===== src/rtl/ser_pkg.sv =====
// Shared definitions for the parallel-to-serial path: state encodings and widths.
package ser_pkg;

  localparam logic ST_IDLE = 1'b0;
  localparam logic ST_SEND = 1'b1;

  localparam int unsigned SEL_W  = 3;
  localparam int unsigned WORD_W = 8;

  typedef enum logic {
    IDLE = ST_IDLE,
    SEND = ST_SEND
  } state_e;

endpackage


===== src/rtl/mux_serializer_if.sv =====
// Word-in / bit-out handshake bundle for mux_serializer.
interface mux_serializer_if;
  import ser_pkg::*;

  logic [WORD_W-1:0] D;
  logic              in_valid;
  logic              in_ready;
  logic              Y;
  logic              out_valid;
  logic              out_ready;
  logic [SEL_W-1:0]  S;
  logic              last;

  modport master (
    output D, in_valid, out_ready,
    input  in_ready, Y, out_valid, S, last
  );

  modport slave (
    input  D, in_valid, out_ready,
    output in_ready, Y, out_valid, S, last
  );
endinterface


===== src/rtl/mux8to1.sv =====
// 8:1 bit selector: Y is bit S of D.
module mux8to1 (
  input  logic [7:0] D,
  input  logic [2:0] S,
  output logic       Y
);

  // Pure selection, no state.
  always_comb begin
    Y = D[S];
  end

endmodule


===== src/rtl/mux_serializer.sv =====
// Parallel-to-serial converter: registers an 8-bit word and walks a 3-bit
// select counter across the shared 8:1 selector, one bit per output beat.
module mux_serializer
  import ser_pkg::*;
#(
  parameter int unsigned LSB_FIRST = 1
) (
  input  logic           clk,
  input  logic           rst_n,
  mux_serializer_if.slave bus
);

  localparam logic [SEL_W-1:0] SEL_START = (LSB_FIRST != 0) ? '0 : '1;
  localparam logic [SEL_W-1:0] SEL_FINAL = (LSB_FIRST != 0) ? '1 : '0;
  // Adding all-ones is a decrement in 3-bit arithmetic.
  localparam logic [SEL_W-1:0] SEL_STEP  = (LSB_FIRST != 0) ? SEL_W'(1) : '1;

  state_e            state_q;
  logic [WORD_W-1:0] word_q;
  logic [SEL_W-1:0]  sel_q;
  logic              y_w;
  logic              last_w;
  logic              in_ready_w;

  mux8to1 u_sel (
    .D (word_q),
    .S (sel_q),
    .Y (y_w)
  );

  // Last-bit flag and acceptance; in_ready only looks at out_ready on the final bit.
  always_comb begin
    last_w     = (state_q == SEND) && (sel_q == SEL_FINAL);
    in_ready_w = (state_q == IDLE) || (last_w && bus.out_ready);
  end

  assign bus.Y         = y_w;
  assign bus.S         = sel_q;
  assign bus.last      = last_w;
  assign bus.out_valid = (state_q == SEND);
  assign bus.in_ready  = in_ready_w;

  // FSM, word register and select counter; holds everything while out_ready is low.
  always_ff @(posedge clk) begin
    if (!rst_n) begin
      state_q <= IDLE;
      word_q  <= '0;
      sel_q   <= '0;
    end else begin
      case (state_q)
        IDLE: begin
          if (bus.in_valid) begin
            state_q <= SEND;
            word_q  <= bus.D;
            sel_q   <= SEL_START;
          end
        end
        SEND: begin
          if (bus.out_ready) begin
            if (last_w) begin
              // Reload on the final beat so back-to-back words have no bubble.
              if (bus.in_valid) begin
                word_q <= bus.D;
                sel_q  <= SEL_START;
              end else begin
                state_q <= IDLE;
              end
            end else begin
              sel_q <= sel_q + SEL_STEP;
            end
          end
        end
        default: state_q <= IDLE;
      endcase
    end
  end

endmodule


===== src/flat_wrapper.sv =====
// flat-port wrapper written by rule: the top's interface ports become plain ports
module mux_serializer_flat import ser_pkg::*;
#(
  parameter int unsigned LSB_FIRST = 1
)
  (clk, rst_n, bus_D, bus_in_valid, bus_out_ready, bus_in_ready, bus_Y, bus_out_valid, bus_S, bus_last);
  mux_serializer_if bus_i ();
  input  logic clk;
  input  logic rst_n;
  input wire logic [$bits(bus_i.D)-1:0] bus_D;
  input wire logic [$bits(bus_i.in_valid)-1:0] bus_in_valid;
  input wire logic [$bits(bus_i.out_ready)-1:0] bus_out_ready;
  output wire logic [$bits(bus_i.in_ready)-1:0] bus_in_ready;
  output wire logic [$bits(bus_i.Y)-1:0] bus_Y;
  output wire logic [$bits(bus_i.out_valid)-1:0] bus_out_valid;
  output wire logic [$bits(bus_i.S)-1:0] bus_S;
  output wire logic [$bits(bus_i.last)-1:0] bus_last;
  assign bus_i.D = bus_D;
  assign bus_i.in_valid = bus_in_valid;
  assign bus_i.out_ready = bus_out_ready;
  assign bus_in_ready = bus_i.in_ready;
  assign bus_Y = bus_i.Y;
  assign bus_out_valid = bus_i.out_valid;
  assign bus_S = bus_i.S;
  assign bus_last = bus_i.last;
  mux_serializer #(.LSB_FIRST(LSB_FIRST)) u_core (.clk(clk), .rst_n(rst_n), .bus(bus_i));
endmodule

===== config.mk =====
export PLATFORM = sky130hd
export DESIGN_NAME = mux_serializer_flat
export DESIGN_NICKNAME = d
export VERILOG_FILES = /design/src/rtl/ser_pkg.sv /design/src/rtl/mux_serializer_if.sv /design/src/rtl/mux8to1.sv /design/src/rtl/mux_serializer.sv /design/src/flat_wrapper.sv
export SDC_FILE = /design/constraint.sdc
export NUM_CORES = 1
export LEC_CHECK = 0
export BUFFER_PORTS_ARGS = -buffer_cell sky130_fd_sc_hd__buf_4
export CAP_MARGIN = 20
export CORE_MARGIN = 2
export CORE_UTILIZATION = 45
export CTS_CLUSTER_SIZE = 14
export DETAILED_ROUTE_END_ITERATION = 12
export PLACE_DENSITY = 0.72
export RECOVER_POWER = 50
export SLEW_MARGIN = 10
export SYNTH_ARGS = -nofsm -noshare
export SYNTH_HDL_FRONTEND = slang
export SYNTH_HIERARCHICAL = 1
export SYNTH_SLANG_ARGS = --single-unit

===== constraint.sdc =====
create_clock -name clk -period 3.5 [get_ports clk]
set_input_delay 0.35 -clock clk [delete_from_list [all_inputs] [get_ports clk]]
set_output_delay 0.35 -clock clk [all_outputs]
set_load 0.01 [all_outputs]

=== Yosys cells after proc, flatten, opt, wreduce, memory -nomap -nowiden ===
Cells that the tools add are included.

* Bitwise gates (word level): 1
* Div/mod/pow operators: 0
* $mul: 0
* Eq/ne operators: 3
* Add/sub/neg operators: 1
* Mux-type cells: 14
* Magnitude comparators: 1
* Reductions and logical operators: 4
* Shift operators: 0

{| class="wikitable"
|+ Operator list
! operator !! count
|-
| 2-to-1 mux 8 bit || 3
|-
| case mux 8 bit (2 select lines) || 1
|-
| 2-to-1 mux 3 bit || 3
|-
| case mux 3 bit (2 select lines) || 1
|-
| < comparator 3 x 4 -> 1 bit, second input constant || 1
|-
| 2-to-1 mux 1 bit || 4
|-
| != test 2 bit, second input constant || 2
|-
| adder 3 x 1 -> 3 bit, second input constant || 1
|-
| binary-select mux 1 bit (select 3 bit) || 1
|-
| equality test 3 bit, second input constant || 1
|-
| logical AND 1 bit || 2
|-
| case mux 1 bit (2 select lines) || 1
|-
| AND reduction 2 bit || 1
|-
| logical OR 1 bit || 1
|-
| inverter 1 bit || 1
|}

* Latch bits: 0
* Register bits after elaboration: 12
* Logic and storage cells: 27
* Memories: 0
* Memory bits (read-only): 0
* RAM bits: 0
* Bits of input ports: 12

=== Depth between registers and ports, before layout ===
* Depth after elaboration: 5
* Gate-level depth with buffers: 6
* Depth with buffers taken out: 5

=== Cells and area by module ===
The synthesis kept the hierarchy.

{| class="wikitable"
|+ By module, submodules not included
! module !! area an instance (µm²) !! seq. area each (µm²) !! cells each !! instances
|-
| mux_serializer || 544.3 || 240.2 || 53 || 1
|-
| mux8to1 || 63.8 || 0.0 || 3 || 1
|}

=== Worst setup path after synthesis ===
No wires, ideal clock.

* Path type: reg2out
* From: register u_core.sel_q[0], in the netlist u_core/bus.S[0]
* To: output bus_Y
* Required time: 3.150 ns
* Cell stages (with the launch flop): 3
* Arrival: 1.299 ns
* Setup slack: 1.851 ns
* Buffers on the path: 0
* Cells stage by stage: dfxtp_1 mux4_1 mux2_2

* Longest elaborated chain between the ends: 2

{| class="wikitable"
|+ RTL lines
! item !! line !! source
|-
| start: declaration || mux_serializer.sv:20 || <nowiki>logic [SEL_W-1:0] sel_q;</nowiki>
|-
| start signal: assignment || mux_serializer.sv:69 || <nowiki>sel_q <= sel_q + SEL_STEP;</nowiki>
|-
| binary-select mux 1 bit (select 3 bit) || mux8to1.sv:10 || <nowiki>Y = D[S];</nowiki>
|-
| 2-to-1 mux 1 bit (not written as such) || mux8to1.sv:10 ||
|-
| end: declaration || flat_wrapper.sv:14 || <nowiki>output wire logic [$bits(bus_i.Y)-1:0] bus_Y;</nowiki>
|}

No other way between the ends. The select of a mux whose other input is x is not followed.

=== Final worst setup path ===
* From: register u_core.sel_q[0], in the netlist u_core/bus.S[0]
* To: register u_core.word_q[2]

* Longest elaborated chain between the ends: 4

{| class="wikitable"
|+ RTL lines
! item !! line !! source
|-
| equality test 3 bit || mux_serializer.sv:33 || <nowiki>last_w = (state_q == SEND) && (sel_q == SEL_FINAL);</nowiki>
|-
| logical AND 1 bit || mux_serializer.sv:33 ||
|-
| != test 2 bit (no line) || - ||
|-
| AND reduction 2 bit (no line) || - ||
|-
| end signal: assignment || mux_serializer.sv:54 || <nowiki>word_q <= bus.D;</nowiki>
|-
| end signal: assignment || mux_serializer.sv:63 || <nowiki>word_q <= bus.D;</nowiki>
|-
| end: declaration || mux_serializer.sv:19 || <nowiki>logic [WORD_W-1:0] word_q;</nowiki>
|}

No other way between the ends.
A chain may end at the register's enable or synchronous reset.

==> impl_metrics.ini <==
[floorplanning]
dieArea_mm2 = 0.001661
rows = 13
dieHeight_um = 40.76
die-width_um = 40.76
core_mm2 = 0.001285
start_util_pct = 47.32
pin_count = 19

[clock_tree]
cts_tree = built
cts.sinks = 12
ctsHoldBuffers = 0
clkTransAtPathRegs_ps = 80
clockBufferDepth = 2
post_cts_buffers = 0
numCtsBuffers = 3
htree_num_levels = 1
clkLatencyLatePin_ps = 270
cts.root.buffer_cell = clkbuf_4
post_cts_resized = 0

[finish]
area_growth_pct = 21.19
fin_area_um2 = 737.0
nets = 90
num_antenna_cells = 0
final_common_cell = nand2_1
drive_above_1_share_pct = 26.67
final_cell_mix = nand2_1 (16), buf_4 (13), dfxtp_1 (12)
final_core_util_pct = 57.35
fill_cells = 128

[critical_path]
critPathMaxStageDelay_ps = 860
startpoint_type = flop
crit_path_start = u_core/bus.S[0]
path_buf_inv = 0
worstPathRequired_ps = 3700
worst_path_max_delay_cell = nor2b_1
cp-end-kind = flop
worstPathMaxFanout = 11
path_class = reg -> reg
r2r_start = u_core/bus.S[0]
arrival_ps = 2340
path_cells = ha_1, ha_1, a21boi_0, nor2b_1, mux2i_1
critPathTopFamily = simple AND/OR/NAND/NOR gates
crit_top_cell = ha_1

[global_route]
grt_usage_pct = 16.08
antenna_found_initial = 0
grt_pass1_vias = 401
grt_pass1_wl_um = 1656
grt_max_degree = 21
gr-total-overflow = 0

[sta]
tns_ps = 0
maxSlewHeadroom_pct = 27.79
finalClockSkew_ps = 8.505
finalCritPeriodShare_pct = 61.36
fin_ws_ps = 1352
hold_viol = 0
rsz0062_at_grt = false
fmax_mhz = 465.6
worst_pin_slew_ps = 1081
finalSetupViolations = 0
fin_crit_ps = 2148
slew_violations = 0

[synth]
synthMuxAreaShare_pct = 26.95
synthCells = 56
synthSimpleGateAreaFrac_pct = 19.96
synth_xor_area_share_pct = 1.440
synth_nets = 70
ys_warn_count = 6
synth_compound_area_share_pct = 4.321
synth-seq-area-share_pct = 39.51
synthAdderAreaFrac_pct = 4.115
synth_top_family_by_area = multiplexers
syn_avg_cell_area_um2 = 10.86
syn_area_um2 = 608.1
ys_seq_elements = 12
synth_cell_types = 16

[power]
p_leak_uw = 0.0003400
p_per_area_mw_per_mm2 = 403.5
ir_drop_v = 0.0002207

[routing]
drt_first_pass_iters = 3
drt-initial-drc-count = 2
drtAntennaViolNets = 0
route.detailed.drc = 0
routedWlPerCell_um = 11.62
wirelength_um = 1046
via_count = 453
viasPerCell = 5.033

[hold_path]
hold_class = in -> reg
min-delay-start = bus_in_valid

[placement]
gp_congestion = 0.6232
hpwl_um = 800.4
post-place-ws_ps = 1677
placed_area_um2 = 743.2
portBuffers = 18

[outcome]
outcome = completed

[job]
cap_violations = 0
-- routing by layer --
| layer | vias up | track usage [%] | part of all wire [%] |
|---|---|---|---|
| met4 | 0 | 5.000 | 0.67 |
| met2 | 16 | 25.79 | 48 |
| met3 | 2 | 8.152 | 7.6 |
| met5 | - | 0 | 0 |
| li1 | 232 | - | - |
| met1 | 203 | 18.52 | 44 |
-- report_power, final --
part | switching (uW) | internal (uW) | total [uW]
sequential | 4.33 | 144 | 148
clock | 46.5 | 63.2 | 110
combinational | 17.1 | 22.5 | 39.5
-- cells by family (layout without fill, tap and decap cells) --
logic type	after synthesis	in the layout
xor gates and xnor gates	1	1
muxes	13	13
buffers and inverters	4	23
DFF	12	12
adders and majority gates	2	2
AOI/OAI and AO/OA	2	2
and+or+nand+nor	22	22
-- worst paths after layout --
kind / depth (start not counted) / slack (ps) / end
setup / recovery: 5 / 1350 / u_core/word_q[2]
hold / removal: 2 / 290 / u_core/bus.out_valid
setup reg to reg: 5 / 1350 / u_core/word_q[2]
hold reg to reg: 2 / 460 / u_core/word_q[7]
-- worst register-to-register path: cells and delay by family (launching register included) --
| kind | cells | cell delay, ps |
|---|---|---|
| multiplexers | 1 | 280 |
| adder cells (fa/ha/maj) | 2 | 350 |
| flip-flops | 1 | 440 |
| AO/OA/AOI/OAI | 1 | 150 |
| AND/OR/NAND/NOR | 1 | 860 |
-- synth_stat cells --
cell type / count / share of area, %
clkbuf_1: 2 / 1.2
nand2_1: 16 / 9.9
nor2b_2: 1 / 1.4
mux2i_1: 10 / 16
dfxtp_1: 12 / 40
o21a_1: 1 / 1.2
ha_1: 2 / 4.1
xor2_1: 1 / 1.4
mux2_2: 1 / 1.9
nand3b_1: 1 / 1.2
nor3b_2: 3 / 6.2
and2_2: 1 / 1.2
inv_1: 1 / 0.62
a21boi_4: 1 / 3.1
mux4_1: 2 / 8.6
buf_6: 1 / 1.9
-- through the flow --
stage	std cells	total power, uW	hold WS, ps
after floorplan	56	177.8	429.9
after global placement	86	194.0	439.2
after detailed placement	86	195.2	451.1
after CTS	90	304.2	287.8
after global routing	90	311.8	290.2
final	90	297.4	285.4
-- state kept, by name, summed over array words and instances (netlist names) --
signal / cells
u_core/bus.out_valid: 1
u_core/word_q: 8
u_core/bus.S: 3
-- area by class of cell --
class                           count  area [um^2]  area share [%]
Multi-Input combinational cell     40        321.6           43.63
Sequential cell                    12        240.2           32.60
Timing Repair Buffer               18        116.4           15.79
Clock buffer                        4        36.28           4.924
Tap cell                           15        18.77           2.547
Inverter                            1        3.754          0.5093
(Power assumes the default switching activity.)
